[src/rtl/ritc_datapath_align.sv]
// RITC deserializer alignment: sample-major reorder of the deserialized words plus a
// per-lane bitslip training FSM that walks every lane until it sees the training word.
module ritc_datapath_align #(
  parameter int NCH = 6,
  parameter int NBITS = 12,
  parameter int DEMUX = 4,
  parameter logic [DEMUX-1:0] TRAIN_PAT = 4'b0011,
  parameter int SETTLE = 4,
  parameter int MATCH_CNT = 8,
  parameter int MAX_SLIPS = 2 * DEMUX
) (
  input  logic                         SYSCLK,
  input  logic                         rst_i,
  input  logic [NCH*NBITS*DEMUX-1:0]   data_i,
  input  logic                         data_valid_i,
  input  logic                         train_start_i,
  output logic [NCH*NBITS*DEMUX-1:0]   data_o,
  output logic                         data_valid_o,
  output logic [NCH*NBITS-1:0]         bitslip_o,
  output logic                         busy_o,
  output logic                         done_o,
  output logic [NCH*NBITS-1:0]         fail_o
);

  localparam int LANES  = NCH * NBITS;
  localparam int W      = LANES * DEMUX;
  localparam int LANE_W = (LANES > 1) ? $clog2(LANES) : 1;
  localparam int SLIP_W = $clog2(MAX_SLIPS + 1);
  localparam int SET_W  = $clog2(SETTLE + 1);
  localparam int MCH_W  = $clog2(MATCH_CNT + 1);

  typedef enum logic [2:0] {
    ST_IDLE,
    ST_SETTLE,
    ST_CHECK,
    ST_SLIP,
    ST_NEXT,
    ST_DONE
  } state_t;

  state_t              state;
  logic [LANE_W-1:0]   lane;
  logic [SLIP_W-1:0]   slip_cnt;
  logic [SET_W-1:0]    settle_cnt;
  logic [MCH_W-1:0]    match_cnt;

  logic [W-1:0]        reorder;
  logic [DEMUX-1:0]    lane_word;
  logic [LANES-1:0]    lane_hot;

  // Lane-major (per serial lane) to sample-major (per channel, per time slot) bit shuffle
  always_comb begin
    reorder = '0;
    for (int c = 0; c < NCH; c++)
      for (int k = 0; k < DEMUX; k++)
        for (int j = 0; j < NBITS; j++)
          reorder[c*NBITS*DEMUX + k*NBITS + j] = data_i[(c*NBITS + j)*DEMUX + k];
  end

  always_ff @(posedge SYSCLK or posedge rst_i) begin
    if (rst_i) begin
      data_o       <= '0;
      data_valid_o <= 1'b0;
    end else begin
      data_o       <= reorder;
      data_valid_o <= data_valid_i;
    end
  end

  always_comb begin
    lane_word = '0;
    lane_hot  = '0;
    for (int l = 0; l < LANES; l++) begin
      if (lane == LANE_W'(l)) begin
        lane_word   = data_i[l*DEMUX +: DEMUX];
        lane_hot[l] = 1'b1;
      end
    end
  end

  // Training sequencer; bitslip_o is a one-cycle pulse emitted on the SLIP->SETTLE edge
  always_ff @(posedge SYSCLK or posedge rst_i) begin
    if (rst_i) begin
      state      <= ST_IDLE;
      lane       <= '0;
      slip_cnt   <= '0;
      settle_cnt <= '0;
      match_cnt  <= '0;
      bitslip_o  <= '0;
      busy_o     <= 1'b0;
      done_o     <= 1'b0;
      fail_o     <= '0;
    end else begin
      bitslip_o <= '0;
      case (state)
        ST_IDLE, ST_DONE: begin
          if (train_start_i) begin
            fail_o     <= '0;
            done_o     <= 1'b0;
            busy_o     <= 1'b1;
            lane       <= '0;
            slip_cnt   <= '0;
            settle_cnt <= '0;
            state      <= ST_SETTLE;
          end
        end
        ST_SETTLE: begin
          if (data_valid_i) begin
            if (settle_cnt == SET_W'(SETTLE - 1)) begin
              settle_cnt <= '0;
              match_cnt  <= '0;
              state      <= ST_CHECK;
            end else begin
              settle_cnt <= settle_cnt + SET_W'(1);
            end
          end
        end
        ST_CHECK: begin
          if (data_valid_i) begin
            if (lane_word == TRAIN_PAT) begin
              match_cnt <= match_cnt + MCH_W'(1);
              if (match_cnt == MCH_W'(MATCH_CNT - 1)) state <= ST_NEXT;
            end else begin
              state <= ST_SLIP;
            end
          end
        end
        ST_SLIP: begin
          if (slip_cnt == SLIP_W'(MAX_SLIPS)) begin
            fail_o <= fail_o | lane_hot;
            state  <= ST_NEXT;
          end else begin
            bitslip_o  <= lane_hot;
            slip_cnt   <= slip_cnt + SLIP_W'(1);
            settle_cnt <= '0;
            state      <= ST_SETTLE;
          end
        end
        ST_NEXT: begin
          if (lane == LANE_W'(LANES - 1)) begin
            busy_o <= 1'b0;
            done_o <= 1'b1;
            state  <= ST_DONE;
          end else begin
            lane       <= lane + LANE_W'(1);
            slip_cnt   <= '0;
            settle_cnt <= '0;
            state      <= ST_SETTLE;
          end
        end
        default: state <= ST_IDLE;
      endcase
    end
  end

endmodule

[config.mk]
export PLATFORM = sky130hd
export DESIGN_NAME = ritc_datapath_align
export DESIGN_NICKNAME = d
export VERILOG_FILES = /design/src/rtl/ritc_datapath_align.sv
export SDC_FILE = /design/constraint.sdc
export NUM_CORES = 1
export LEC_CHECK = 0
export ABC_AREA = 1
export CAP_MARGIN = 25
export CORE_AREA = 2 2 286 288
export CTS_CLUSTER_DIAMETER = 40
export DETAILED_ROUTE_END_ITERATION = 7
export DIE_AREA = 0 0 288 290
export GPL_TIMING_DRIVEN = 0
export PLACE_DENSITY = 0.57
export SKIP_LAST_GASP = 1
export SYNTH_ARGS = -nofsm -noshare
export SYNTH_HDL_FRONTEND = slang
export SYNTH_SLANG_ARGS = --single-unit
[constraint.sdc]
create_clock -name SYSCLK -period 15.7 [get_ports SYSCLK]
set_input_delay 3.925 -clock SYSCLK [delete_from_list [all_inputs] [get_ports SYSCLK]]
set_output_delay 3.925 -clock SYSCLK [all_outputs]
set_load 0.01 [all_outputs]
Yosys cells after proc, flatten, opt, wreduce, memory -nomap -nowiden

Index checks and enable logic that the tools add are counted.

Output and inout bits: 435
Input port bits: 292
Flip-flop bits (word level): 456
Bits in latches: 0
Memories: 0
Logic and storage cells: 303
Memory bits (read-only): 0
RAM bits: 0

Reductions and logical operators: 15
Muxes and demuxes: 182
Eq/ne operators: 90
$add $sub $neg: 4
Shift operators: 0
Div/mod/pow operators: 0
Order comparisons: 0
Bitwise gates (word level): 1
$mul: 0

Operator list:

| operator                                            | number |
|---|---|
| two-way mux 4 bit                                   | 79 |
| two-way mux 72 bit                                  | 4 |
| equality test 7 x 6 -> 1 bit, second input constant | 32 |
| case mux 72 bit (2 select lines)                    | 1 |
| equality test 7 x 5 -> 1 bit, second input constant | 16 |
| two-way mux 1 bit                                   | 76 |
| bitwise OR 72 bit                                   | 1 |
| equality test 7 x 4 -> 1 bit, second input constant | 8 |
| equality test 7 bit, second input constant          | 8 |
| two-way mux 3 bit                                   | 13 |
| equality test 7 x 3 -> 1 bit, second input constant | 4 |
| != test 2 bit, second input constant                | 9 |
| case mux 3 bit (5 select lines)                     | 1 |
| AND reduction 5 bit                                 | 3 |
| equality test 7 x 2 -> 1 bit, second input constant | 2 |
| two-way mux 7 bit                                   | 2 |
| case mux 7 bit (2 select lines)                     | 1 |
| case mux 3 bit (4 select lines)                     | 1 |
| case mux 4 bit (3 select lines)                     | 1 |
| equality test 3 x 2 -> 1 bit, second input constant | 3 |
| AND reduction 3 bit                                 | 3 |
| adder 4 x 1 -> 4 bit, second input constant         | 2 |
| case mux 4 bit (2 select lines)                     | 1 |
| adder 7 x 1 -> 7 bit, second input constant         | 1 |
| other kinds (16)                                    | 20 |

Longest topological paths before layout

Gate-level depths: netlist (run 1).

Word-level depth: 77
Gate-level depth with buffers: 82
Gate-level depth less buffers: 82

Worst setup path before layout (run 1)

Ideal clock, no wire load.

Path kind: input to register
From: input data_i[9]
To: register match_cnt[2]
Setup time: 0.117 ns
Arrival: 8.101 ns
Path buffers: 0
Stages on the path: 77
Setup slack: 7.481 ns
Required time: 15.583 ns
Cells stage by stage: or2_0 nand3_1 nand3_1 nand2_1 nand2_1 nand2_1 nand2_1 nand2_1 nand3_1 nand3_1 nand3_1 nand2_1 nand2_1 nand2_1 nand3_1 nand2_1 nand3_1 nand3_1 [... 41 more ...] nand2_1 nand2_1 nand2_1 nand2_1 nand2_1 nand2_1 nand2_1 nand2_1 nand3_1 nand2_1 nand2_1 nand2_2 nand3_1 inv_2 nand2_4 nand2_1 nand2_1 nand2_1

Longest elaborated chain between the ends: 73

Ends and longest elaborated chain:

| element                         | line | text |
|---|---|---|
| from (decl)                     | 14   | `input logic [NCH*NBITS*DEMUX-1:0] data_i,` |
| two-way mux 4 bit (70 in a row) | 74   | `if (lane == LANE_W'(l)) begin` |
| equality test 4 x 2 -> 1 bit    | 120  | `if (lane_word == TRAIN_PAT) begin` |
| != test 2 bit (no line)         | -    |  |
| AND reduction 5 bit (no line)   | -    |  |
| to (signal assigned)            | 121  | `match_cnt <= match_cnt + MCH_W'(1);` |
| to (decl)                       | 45   | `logic [MCH_W-1:0] match_cnt;` |

No other way between the ends.
A chain may end at the register's enable or synchronous reset.

Final worst setup path (run 1)

Ends and elaborated chain as after synthesis.

==> reports/metrics.cfg, run 1 <==
[clocking]
cts_setup_buffers=0
cts.sinks=456
ctsResizeCount=0
clk_pin_slew_worst_paths_ns=0.05
clk_path_buf_depth=3
cts_buffers=82
cts_tree=done
ctsHoldBuffers=0
clock_latency_ns=0.63
cts_root_buf=clkbuf_16
htreeDepth=3

[layout]
finalNetCount=2773
layout_commonest_cell=clkdlybuf4s50_1
syn_to_final_growth_pct=70.06
drive_gt1_share_pct=9.721
layout_common_cells=clkdlybuf4s50_1 (726), dfrtp_1 (456), nand2_1 (348)
instances_no_fill=3602

[die]
placeableCoreArea_sq_um=80160
rows=104
pin_count=727
initial_utilization_pct=20.90
die-area_sq_um=83520
die_h_um=290
fp.dieW_um=288

[global_route]
overflow=0
grt_first_pass_wirelength_um=110300
globalRouteTotalUtil_pct=18.23
grt_pass1_vias=15560
grt_max_degree=44
antenna_found_initial=1

[sta]
finalMaxSlewViolations=0
max_slew_margin_pct=40.82
rsz0062_at_grt=no
setup_viol=0
skew_ns=0.03123
tightest_slew_ns=0.8877
max_freq_ghz=0.1025
tns_ns=0
fin_crit_sh_pct=62.13
hold_viol_final=0
post-route-min-period_ns=9.754

[critical_path]
crit_arrival_ns=10.27
reg2reg_from=lane[0]
cp_slowest_cell=clkdlybuf4s50_1
path_max_fanout=5
endpoint=match_cnt[2]
r2r_end=match_cnt[2]
r2r_slack_ns=8.08
cpPeakStageDelay_ns=0.42
cp.required_ns=16.21
r2r_cells=81
critPathKind=primary input to flip-flop
crit_top_cell=nand2_1
critPathLaunchType=primary input
end_kind=flip-flop
startpoint=data_i[9]

[power_and_ir_drop]
max-vdd-ir-drop_v=0.00008074
p_per_area_nw_per_um2=127.7
finalPower_uw=3638
p_leak_uw=0.01236

[synthesis]
synth_area_per_cell_sq_um=10.16
netlist_area_sq_um=16750
yosys_warnings=0
synth-seq-area-share_pct=68.12
ys_ff_latch=456
synthCells=1648
ys_async_sr_fraction_pct=100.0
syn_nets=1948
synth_area_leaders=dfrtp_1 (68%), nand2_1 (7.8%), nor2_1 (5.3%)
ys.flop_type=dfrtp_1
ys_types=38
synth_edf_count=0
yosysTopAreaCell=dfrtp_1
synth.top_cell.area_share_pct=68.12

[route]
drc=0
wl_per_cell_um=21.35
wl_um=76920
vias_per_cell=4.088
vias=14730
first_iter_violations=708
antenna_left=0
dr.pass1.iters=5

[run_status]
status=finished clean

[job]
maxCapViolations=0

[hold_path]
whs_path_depth=1
min_path_type=flip-flop to flip-flop

[placed_design]
post-dp-hpwl_um=59650
dp_cells=3449
gp_congestion=0.8776
portBuffers=726

-- cells in the mapped netlist (5+ instances only) --
master and n:
a21oi_1 132, clkbuf_1 26, dfrtp_1 456, ha_1 8, inv_1 142, inv_2 7
nand2_1 348, nand2_4 5, nand3_1 116, nand4_1 12, nor2_1 235, nor2_2 10
nor2_4 7, nor3_1 39, o21ai_0 28, or2_2 41
-- layer usage --
metal / global-route usage [%] / vias to the layer above / share of wire, %
met4: 5.965 / 2 / 2.8
met1: 21.66 / 7094 / 40
met3: 5.039 / 106 / 7.3
met5: 0 / - / 0.021
met2: 31.55 / 574 / 50
li1: - / 6950 / -
-- cell families (layout without fill, tap and decap cells) --
logic type	Yosys count	count (layout)	synth area share [%]
flip-flops	456	456	68.12
adder cells (fa/ha/maj)	8	8	0.5976
buffers and inverters	182	1075	4.220
AND/OR/NAND/NOR	826	826	21.50
other	0	1	0
AO/OA/AOI/OAI	175	175	5.512
XOR/XNOR	1	1	0.05230
-- worst max-delay path: cells and delay by family --
family,cells,cell delay (ns)
AND/OR/NAND/NOR,76,5.80
buffers and inverters,2,0.49
-- layout make-up --
type	instances	area (sq um)
antenna	1	2.502
buffer	32	148.9
clock buffer	98	2172
clock inverter	54	644.4
fill	8116	51670
inverter	150	566.8
multi-input combinational	1010	4637
sequential	456	11410
tap	1060	1326
timing repair buffer	741	7577
-- registers in the layout (all words and copies together), names as in the netlist, 3 cells and up --
register	count
fail_o	72
match_cnt	4
lane	7
bitslip_o	72
slip_cnt	4
state	3
settle_cnt	3
data_o	288
-- how the worst min path moves through the flow --
stage | startpoint | to | slack (ns)
2_1_floorplan | slip_cnt[2] | slip_cnt[2] | 0.42
3_3_place_gp | slip_cnt[2] | slip_cnt[2] | 0.44
3_5_place_dp | slip_cnt[2] | slip_cnt[2] | 0.45
4_1_cts | slip_cnt[2] | slip_cnt[2] | 0.45
5_1_grt | slip_cnt[2] | slip_cnt[2] | 0.48
6_report | slip_cnt[2] | slip_cnt[2] | 0.46
-- where the power goes --
group | switching (uW) | leakage, uW | internal (uW) | total (uW)
Sequential | 21.8 | 0.00569 | 1230 | 1250
Combinational | 375 | 0.00532 | 218 | 593
Clock | 671 | 0.00135 | 1130 | 1800
Total | 1070 | 0.0124 | 2570 | 3640
-- through the flow --
stage	util [%]	cell area, sq um	setup WS, ns	hold slack [ns]
2_1_floorplan	-	16750	5.606	0.4233
3_3_place_gp	31.62	25350	2.169	0.4450
3_5_place_dp	32.02	25670	5.326	0.4477
4_1_cts	35.53	28480	5.987	0.4544
5_1_grt	35.53	28480	5.018	0.4799
6_report	35.54	28490	5.946	0.4557
Power figures use the tool's default switching activity.
==> inputs of run 2 (changes only) <==
==> constraint.sdc (replaced) <==
create_clock -name SYSCLK -period 8.09 [get_ports SYSCLK]
set_input_delay 2.0225 -clock SYSCLK [delete_from_list [all_inputs] [get_ports SYSCLK]]
set_output_delay 2.0225 -clock SYSCLK [all_outputs]
set_load 0.01 [all_outputs]
==> reports/metrics.cfg, run 2 (same netlist as run 1, synthesis figures left out) <==
[run_status]
status=finished clean

[die]
placeableCoreArea_sq_um=80160
die-area_sq_um=83520
die_h_um=290
pin_count=727
initial_utilization_pct=20.90
fp.dieW_um=288
rows=104

[route]
vias=14910
vias_per_cell=4.132
wl_um=77550
antenna_left=0
wl_per_cell_um=21.49
dr.pass1.iters=5
first_iter_violations=724
drc=0

[clocking]
clk_path_buf_depth=3
htreeDepth=3
cts_tree=done
cts_root_buf=clkbuf_16
cts_buffers=82
clock_latency_ns=0.63
cts.sinks=456
clk_pin_slew_worst_paths_ns=0.05

[sta]
finalMaxSlewViolations=0
post-route-min-period_ns=7.557
max_freq_ghz=0.1323
skew_ns=0.03336
max_slew_margin_pct=42.44
hold_viol_final=0
worst_hold_slack_ns=0.4533
rsz0062_at_grt=yes
tns_ns=0
tightest_slew_ns=0.8603
fin_crit_sh_pct=93.42
setup_viol=0

[layout]
drive_gt1_share_pct=13.90
reg_top3=data_o (288), bitslip_o (72), fail_o (72)
regMostFlops=data_o
largest_reg_flops=288
syn_to_final_growth_pct=73.18
layout_commonest_cell=clkdlybuf4s50_1
finalNetCount=2779
final_area_sq_um=29010
layout_common_cells=clkdlybuf4s50_1 (707), dfrtp_1 (456), nand2_1 (319)

[critical_path]
cp_slowest_cell=clkdlybuf4s50_1
r2r_slack_ns=0.73
crit_top_cell=nand2_1
cp_top_family=simple AND/OR/NAND/NOR gates
end_kind=flip-flop
cp.depth=76
worst-path-buf-inv=3
r2r_cells=81
critPathKind=primary input to flip-flop
critPathLaunchType=primary input
path_max_fanout=3
cp.required_ns=8.58
cpPeakStageDelay_ns=0.43
crit_arrival_ns=8.05

[hold_path]
min_path_type=flip-flop to flip-flop
whs_path_depth=1

[placed_design]
post-dp-hpwl_um=59650
portBuffers=726
place_area_sq_um=25670
gp_congestion=0.8776

[global_route]
grt_max_degree=44
globalRouteTotalUtil_pct=18.23
grt_first_pass_wirelength_um=110300
overflow=0
grt_pass1_vias=15560
antenna_found_initial=1

[power_and_ir_drop]
max-vdd-ir-drop_v=0.0001587
finalPower_uw=7094
p_leak_uw=0.01277
p_per_area_nw_per_um2=244.6

[job]
maxCapViolations=0

-- run 2: repair_timing --
action                     CTS  global route
hold buffers                 0             0
setup endpoints to repair    0             7
setup buffers                0             6
gates resized for setup      0           130
-- run 2: routing by layer --
layer	share of wire, %	track usage (%)	wire (um)
met3	7.2	5.039	5570
met2	50	31.55	38960
met5	0.021	0	16
met4	2.8	5.965	2201
met1	40	21.66	30810
-- run 2: area by class of cell --
| type | instances | area (sq um) |
|---|---|---|
| clock inverters | 54 | 644.4 |
| multi-input cells | 1010 | 5065 |
| well taps | 1060 | 1326 |
| repair buffers | 747 | 7664 |
| clock buffers | 98 | 2172 |
| diodes | 1 | 2.502 |
| fillers | 8057 | 51150 |
| plain buffers | 32 | 148.9 |
| flip-flops and latches | 456 | 11410 |
| inverters | 150 | 576.8 |
-- run 2: power by group --
group / internal [uW] / switching [uW] / total [uW]
clock: 2190 / 1300 / 3490
sequential: 2380 / 42.0 / 2420
combinational: 437 / 745 / 1180
total: 5010 / 2090 / 7090
-- run 2: through the flow --
stage	util [%]	instances	setup slack [ns]
floorplan	-	1648	-0.1015
global placement	31.62	3434	-3.538
detailed placement	32.02	3449	-0.3814
CTS	35.53	3601	0.2797
global route	36.19	3607	-0.09358
finish	36.19	3608	0.5325
-- run 2: path summary, 6_finish.rpt --
check,start,endpoint
worst max-delay path,data_i[17],match_cnt[1]
worst min-delay path,slip_cnt[2],slip_cnt[2]
worst max register to register,lane[0],match_cnt[1]
worst min register to register,slip_cnt[2],slip_cnt[2]
max in group asynchronous,rst_i,data_o[220]
min in group asynchronous,rst_i,data_o[8]
==> inputs of run 3 (changes only) <==
--- a/config.mk
+++ b/config.mk
@@ -8,12 +8,13 @@
 export ABC_AREA = 1
 export CAP_MARGIN = 25
 export CORE_AREA = 2 2 286 288
-export CTS_CLUSTER_DIAMETER = 40
+export CTS_CLUSTER_DIAMETER = 150
 export DETAILED_ROUTE_END_ITERATION = 7
 export DIE_AREA = 0 0 288 290
 export GPL_TIMING_DRIVEN = 0
 export PLACE_DENSITY = 0.57
 export SKIP_LAST_GASP = 1
+export SLEW_MARGIN = 20
 export SYNTH_ARGS = -nofsm -noshare
 export SYNTH_HDL_FRONTEND = slang
 export SYNTH_SLANG_ARGS = --single-unit
==> constraint.sdc (replaced) <==
create_clock -name SYSCLK -period 8.09 [get_ports SYSCLK]
set_input_delay 0.809 -clock SYSCLK [delete_from_list [all_inputs] [get_ports SYSCLK]]
set_output_delay 0.809 -clock SYSCLK [all_outputs]
set_load 0.01 [all_outputs]
==> reports/metrics.cfg, run 3 (same netlist as run 1, synthesis figures left out) <==
[clocking]
clk_path_buf_depth=3
clock_latency_ns=0.60
cts_root_buf=clkbuf_16
htreeDepth=2
cts_buffers=54
ctsHoldBuffers=0
clk_pin_slew_worst_paths_ns=0.06
cts.sinks=456
cts_tree=done

[layout]
fillers=8164
drive_gt1_share_pct=9.463
layout_commonest_cell=clkdlybuf4s50_1
finalNetCount=2771
reg_top3=data_o (288), bitslip_o (72), fail_o (72)
regMostFlops=data_o
layout_common_cells=clkdlybuf4s50_1 (726), dfrtp_1 (455), nand2_1 (347)
antenna_cells=0
largest_reg_flops=288
final_util_pct=34.94
instances_no_fill=3575
syn_to_final_growth_pct=67.19
regArea_sq_um=11410
multi_input_area_sq_um=4777

[critical_path]
cp_slowest_cell=dfrtp_2
cpPeakStageDelay_ns=0.45
cp_top_family=simple AND/OR/NAND/NOR gates
reg2reg_from=lane[0]
r2r_slack_ns=0.84
worst-path-buf-inv=5
path_max_fanout=6
crit_arrival_ns=7.73
cp.required_ns=8.58
critPathLaunchType=flip-flop
critPathKind=flip-flop to flip-flop
crit_top_cell=nand2_1
r2r_cells=81
end_kind=flip-flop
r2r_end=match_cnt[3]

[route]
dr.pass1.iters=5
routedLengthMet1_um=31270
drc=0
wl_per_cell_um=21.51
antenna_left=0
top_layer=met5
met2_length_um=38420
first_iter_violations=783
vias=14750
vias_per_cell=4.126
wl_um=76890
route.met3.wl_um=5162

[run_status]
status=finished clean

[sta]
post-route-min-period_ns=7.245
tightest_slew_ns=1.032
finalMaxSlewViolations=0
fin_crit_sh_pct=89.56
max_slew_margin_pct=31.21
hold_viol_final=0
setup_viol=0
max_freq_ghz=0.1380
tns_ns=0
skew_ns=0.01092

[global_route]
grt_first_pass_wirelength_um=109100
overflow=0
grt_max_degree=36
antenna_found_initial=2
grt_pass1_vias=15230
globalRouteTotalUtil_pct=18.03

[hold_path]
hold_path_end=slip_cnt[2]
worstHoldStart=slip_cnt[2]
min_path_type=flip-flop to flip-flop
whs_path_depth=1

[placed_design]
post-dp-hpwl_um=60120
dp_cells=3453
portBuffers=726
gp_congestion=0.8776

[die]
fp.dieW_um=288
rows=104
die-area_sq_um=83520
placeableCoreArea_sq_um=80160
die_h_um=290
pin_count=727
initial_utilization_pct=20.90

[job]
maxCapViolations=0

[power_and_ir_drop]
p_leak_uw=0.01210
finalPower_uw=6192
p_per_area_nw_per_um2=221.1
max-vdd-ir-drop_v=0.0001498

==> run 3: cell types whose count changed in the layout (fill, tap and decap cells not counted), sizes merged, moves of 5 or more <==
cell and delta:
dlymetal6s2s -16, buf +17, clkinvlp -5, clkinv -12, clkdlybuf4s50 +19, clkbuf -16, inv -19
==> run 3: worst reg2reg max path, delay by kind of cell, from the launching register on <==
family	cells	cell delay (ns)
simple gates	75	5.94
buf+inv	5	0.58
fa+ha+maj	1	0.18
flops	1	0.45
==> run 3: area by class of cell <==
cell class	count	share of cell area [%]
Buffer	32	0.5361
Clock buffer	83	5.978
Clock inverter	17	0.8801
Inverter	150	2.091
Multi-Input combinational cell	1011	17.06
Sequential cell	456	40.75
Tap cell	1060	4.736
Timing Repair Buffer	766	27.97
==> run 3: worst max path at each step <==
stage                  from           end  cells after the start
floorplan             rst_i  bitslip_o[0]                      1
global placement      rst_i   data_o[209]                      2
detailed placement  lane[1]  match_cnt[2]                     82
CTS                 lane[1]  match_cnt[2]                     82
global route        lane[2]  match_cnt[2]                     83
finish              lane[0]  match_cnt[3]                     81
==> run 3: timing repair <==
action / in CTS / in global routing
setup endpoints to repair: 0 / 7
gates resized for setup: 0 / 32
buffers inserted: 0 / 21
hold endpoints to repair: 0 / 0
==> run 3: per-stage QoR <==
step	cell area, sq um	setup slack (ns)	hold slack (ns)
after CTS	27700	0.3720	0.4554
after floorplan	16750	1.112	0.4233
after global placement	25350	-2.325	0.4450
after global routing	28010	-0.01305	0.4806
final	28010	0.8449	0.4571
after detailed placement	25770	0.4121	0.4477
==> run 3: routing by layer <==
metal	up-vias	global-route usage, %
met2	535	31.57
met3	104	4.513
li1	6920	-
met4	2	4.916
met5	-	0
met1	7190	21.81
==> run 3: power breakdown <==
part	internal [uW]	switching (uW)	leakage (uW)
clock network	1610	1000	0.000940
logic	430	736	0.00547
registers	2380	42.1	0.00569
total	4410	1780	0.0121
